[config.mk]
export PLATFORM = sky130hd
export DESIGN_NAME = x_bus
export DESIGN_NICKNAME = d
export VERILOG_FILES = /design/src/rtl/x_bus.sv
export SDC_FILE = /design/constraint.sdc
export NUM_CORES = 1
export LEC_CHECK = 0
export CAP_MARGIN = 20
export CORE_ASPECT_RATIO = 0.75
export CORE_MARGIN = 4
export CORE_UTILIZATION = 46
export DETAILED_ROUTE_END_ITERATION = 8
export PLACE_DENSITY = 0.82
export SLEW_MARGIN = 40
export SYNTH_ARGS = -nofsm -noshare
export SYNTH_HDL_FRONTEND = slang
export SYNTH_SLANG_ARGS = --single-unit
[constraint.sdc]
create_clock -name clk -period 3.65 [get_ports clk]
set_clock_uncertainty 0.1 [all_clocks]
set_input_delay 0.9125 -clock clk [delete_from_list [all_inputs] [get_ports clk]]
set_output_delay 0.9125 -clock clk [all_outputs]
set_load 0.02 [all_outputs]
[src/rtl/x_bus.sv]
// Horizontal multicast bus for one PE-array row: delivers a tagged value to every PE
// whose scan-loaded ID matches the tag, blocking the whole transfer if any target is busy.
module x_bus #(
  parameter int PE_NUMS    = 14,
  parameter int ID_LEN     = 4,
  parameter int VALUE_LEN  = 8,
  parameter int PSUM_WIDTH = 32
) (
  input  logic                               clk,
  input  logic                               rst,
  input  logic                               enable,
  output logic                               ready,
  input  logic [ID_LEN+VALUE_LEN-1:0]        tag_value,
  input  logic                               set_id,
  input  logic [ID_LEN-1:0]                  id_scan_in,
  output logic [ID_LEN-1:0]                  id_scan_out,
  input  logic [PE_NUMS-1:0]                 pe_ready,
  output logic [PE_NUMS*(VALUE_LEN+1)-1:0]   pe_data
);

  localparam int                SLICE_W = VALUE_LEN + 1;
  localparam logic [ID_LEN-1:0] ID_OFF  = '1;

  logic [ID_LEN-1:0]    id_q [PE_NUMS];
  logic [ID_LEN-1:0]    id_d [PE_NUMS];
  logic [PE_NUMS-1:0]   valid_q, valid_d;
  logic [VALUE_LEN-1:0] value_q, value_d;
  logic [PE_NUMS-1:0]   match;
  logic [ID_LEN-1:0]    tag;
  logic [VALUE_LEN-1:0] value;
  logic                 transfer;

  assign tag   = tag_value[ID_LEN+VALUE_LEN-1 -: ID_LEN];
  assign value = tag_value[VALUE_LEN-1:0];

  // All-ones ID marks a disabled PE so an unloaded row never captures data.
  always_comb begin
    match = '0;
    for (int i = 0; i < PE_NUMS; i++) begin
      match[i] = (id_q[i] == tag) && (id_q[i] != ID_OFF);
    end
  end

  assign ready       = !set_id && ((match & ~pe_ready) == '0);
  assign transfer    = enable && ready;
  assign id_scan_out = id_q[0];

  always_comb begin
    id_d    = id_q;
    valid_d = '0;
    value_d = value_q;
    if (set_id) begin
      for (int k = 0; k < PE_NUMS - 1; k++) begin
        id_d[k] = id_q[k+1];
      end
      id_d[PE_NUMS-1] = id_scan_in;
    end
    if (transfer) begin
      valid_d = match;
      value_d = value;
    end
  end

  always_ff @(posedge clk or negedge rst) begin
    if (!rst) begin
      for (int i = 0; i < PE_NUMS; i++) begin
        id_q[i] <= ID_OFF;
      end
      valid_q <= '0;
      value_q <= '0;
    end else begin
      id_q    <= id_d;
      valid_q <= valid_d;
      value_q <= value_d;
    end
  end

  // Every PE sees the same value; only the valid bit differs per slice.
  for (genvar g = 0; g < PE_NUMS; g++) begin : g_slice
    assign pe_data[g*SLICE_W +: SLICE_W] = {valid_q[g], value_q};
  end

endmodule

==> metrics.log <==
[metrics] share of the yosys chip area belonging to registers: 0.4392
[metrics] vias after detailed routing: 2995
[metrics] instance area after placement: 5747 um^2
[metrics] Antenna Violating Nets Remaining: 0
[metrics] number of inserted filler cells in the final layout: 696
[metrics] Top-Level Pins: 165
[metrics] clock tree root buffer cell: sky130_fd_sc_hd__clkbuf_16
[metrics] Achievable Freq: 0.2781 GHz
[metrics] power density cells: 936.5 nW/um^2
[metrics] CTS clk-pin slew, worst paths: 60 ps
[metrics] nets@finish: 511
[metrics] core box area: 9697 um^2
[metrics] top post-synthesis cells by area: sky130_fd_sc_hd__dfstp_2, sky130_fd_sc_hd__buf_4, sky130_fd_sc_hd__mux2_2, sky130_fd_sc_hd__dfrtp_1, sky130_fd_sc_hd__xor2_1
[metrics] top library cells by usage in the layout, fill and taps aside: sky130_fd_sc_hd__clkdlybuf4s50_1, sky130_fd_sc_hd__mux2_2, sky130_fd_sc_hd__dfstp_2
[metrics] Die Width: 123.5 um
[metrics] Data required, critical path: 2640 ps
[metrics] worst setup path class: primary input to output port
[metrics] most common cell after layout, fill and taps aside: sky130_fd_sc_hd__clkdlybuf4s50_1
[metrics] Critical Path End Type: output port
[metrics] maximum number of pins on one net before global-route repair: 79
[metrics] Setup Viol. Count Final: 0
[metrics] Setup WS post-layout: 53.94 ps
[metrics] Syn-to-layout area delta: 34.14%
[metrics] Iter 0 DRT Violations: 141
[metrics] Post-Synth XOR/XNOR Area: 0.1082
[metrics] diode insertion count for antenna repair: 0
[metrics] nets in the synthesized netlist: 423
[metrics] total congestion overflow: 0
[metrics] Adder-Cell Fraction of Synth Area: 0
[metrics] type of the tightest min-delay check: primary input to async pin
[metrics] post-detail-place hpwl: 7794 um
[metrics] number of sinks driven by the clock tree: 78
[metrics] Leakage: 2.472 nW
[metrics] area fraction in and, or, nand and nor cells after synthesis: 0.06823
[metrics] area of the mapped netlist: 4603 um^2
[metrics] count of hold-fix buffers inserted at cts: 0
[metrics] multiplexer share of the synthesized area: 0.1615
[metrics] final std cells w/o fill: 614
[metrics] routed length per placed instance: 17.67 um
[metrics] normalized max-slew margin: 0.5192
[metrics] Placed Cells incl. Taps: 591
[metrics] Final period util: 0.9852
[metrics] DRC: 0
[metrics] dominant combinational cell family by area after synthesis: buffers and inverters
[metrics] number of levels in the clock H-tree: 3
[metrics] worst-margin pin slew: 721.2 ps
[metrics] initial antenna violation count: 0
[metrics] Rows: 31
[metrics] Routability Congestion: 0.8060
[metrics] routed wire length: 10850 um
[metrics] RSZ-0062 raised after global routing: no
[metrics] kind of launch point of the worst setup path: primary input
[metrics] Max Cap Viol: 0
[metrics] overall die height: 94.63 um
[metrics] Post-Syn Instances: 389
[metrics] shortest clock period the worst path allows after layout: 3596 ps
[metrics] overall routing resource usage: 0.1845
[metrics] biggest fanout along the worst timing path: 7
[metrics] synthesized flop and latch total: 78
[metrics] Total Power: 5.782 mW
[metrics] biggest area consumer among synthesized cells: sky130_fd_sc_hd__dfstp_2
[metrics] synth warn: 0
[metrics] global-route wire length before repair: 16320 um
[metrics] via count of the first global-routing pass: 3027
[metrics] mean instance size in the synthesized netlist: 11.83 um^2
[metrics] final standard cell area without fillers: 6175 um^2
[metrics] worst path arrival time: 2580 ps
[metrics] number of buffers created by CTS: 9
[metrics] maximum buffer depth of the clock tree: 2
[metrics] Die Area: 11690 um^2
[metrics] ratio of routed vias to standard cells: 4.878
[metrics] hold violation count in the final report: 0
[metrics] clock network latency to the later pin of the worst-skew pair: 340 ps
[metrics] starting density of the core: 0.4747
[metrics] fraction of the mapped netlist area in compound gates: 0.01740
[metrics] first-pass detailed-route iteration total: 4
[metrics] pre-CTS setup slack: -775.4 ps
[metrics] CTS tree: done
[metrics] outcome: finished clean
[metrics] number of distinct standard cells referenced by the synthesized netlist: 30
[metrics] share of Yosys cell area claimed by the top area cell type: 0.3197
[metrics] IO buf count: 164
[metrics] aggregate negative setup slack: 0 ps
[metrics] maximum resistive drop on vdd: 0.4592 mV
[metrics] ratio of cells with drive above 1 in the final layout: 0.4066
[metrics] Final Max Tran Viols: 0
## final cells by class
cell class              instances  area [um^2]  share of cell area
well taps                     132        165.2             0.02675
inverters                       1        3.754           0.0006079
repair buffers                202         1991              0.3224
multi-input cells             185         1695              0.2746
flip-flops and latches         78         2022              0.3275
clock inverters                 2        13.76            0.002229
clock buffers                  14        284.0             0.04600
## final timing paths
check	start	to	slack, ps	cells past startpoint
worst max-delay path	tag_value[10]	ready	50	9
worst min-delay path	rst	valid_q[7]	500	1
worst max register to register	id_q[48]	valid_q[8]	1100	11
worst min register to register	id_q[33]	id_q[33]	530	1
max in group asynchronous	rst	valid_q[1]	2480	1
min in group clk	id_q[33]	id_q[33]	530	1
## routing by layer
metal  GRT usage  vias to the layer above  wire [um]
met5           0                        -          0
met4     0.04700                        0        118
met3     0.05928                       10        735
met2      0.3157                      120       5582
met1      0.2260                     1483       4415
li1            -                     1382          -
## synthesized netlist by cell type, drive strengths merged
cell type    n
and2         1
nor4b        1
nand4       14
o221ai       1
nor3b        4
buf        119
o22ai        3
xnor2       26
dfstp       56
mux2        64
dfrtp       22
and4         1
a41oi        1
nand3        1
nand2        6
or3b         4
inv          1
clkbuf       6
nor3         9
xor2        30
a31oi        7
and3         1
nor2        11
## per-stage QoR
step,utilization,hold WS (ps)
2_1_floorplan,-,511.5
3_3_place_gp,0.5923,519.1
3_5_place_dp,0.5926,524.0
4_1_cts,0.6332,524.8
5_1_grt,0.6368,542.3
6_report,0.6368,503.8
## cells by family (layout without fill, tap and decap cells)
family,Yosys count,in the layout
and+or+nand+nor,53,53
buffers and inverters,126,219
muxes,64,64
DFF,78,78
xor gates and xnor gates,56,56
AOI/OAI and AO/OA,12,12
## worst max-delay path, cell delays in order
cell,delay (ps)
sky130_fd_sc_hd__dlygate4sd2_1,240
sky130_fd_sc_hd__buf_6,150
sky130_fd_sc_hd__xor2_1,170
sky130_fd_sc_hd__nor3_2,200
sky130_fd_sc_hd__or3b_4,410
sky130_fd_sc_hd__nand4_1,80
sky130_fd_sc_hd__nor2_1,70
sky130_fd_sc_hd__and3_1,180
sky130_fd_sc_hd__buf_4,150
## timing repair
item / in CTS / in global routing
gates cloned: 0 / 1
hold endpoints to repair: 0 / 0
resized for setup: 25 / 7
setup endpoints to repair: 1 / 1
pin swaps: 9 / 9
setup buffers: 6 / 0
## registers in the layout (all words and copies together) (netlist names)
| signal | count |
|---|---|
| valid_q | 14 |
| id_scan_out | 4 |
| id_q | 52 |
| value_q | 8 |
## where the power goes
group / switching (mW) / internal (mW) / total (mW) / leakage (nW)
Clock: 0.343 / 0.535 / 0.878 / 0.149
Sequential: 0.444 / 1.32 / 1.76 / 0.877
Combinational: 1.48 / 1.66 / 3.14 / 1.45
Total: 2.27 / 3.51 / 5.78 / 2.47
(Power assumes the default switching activity.)
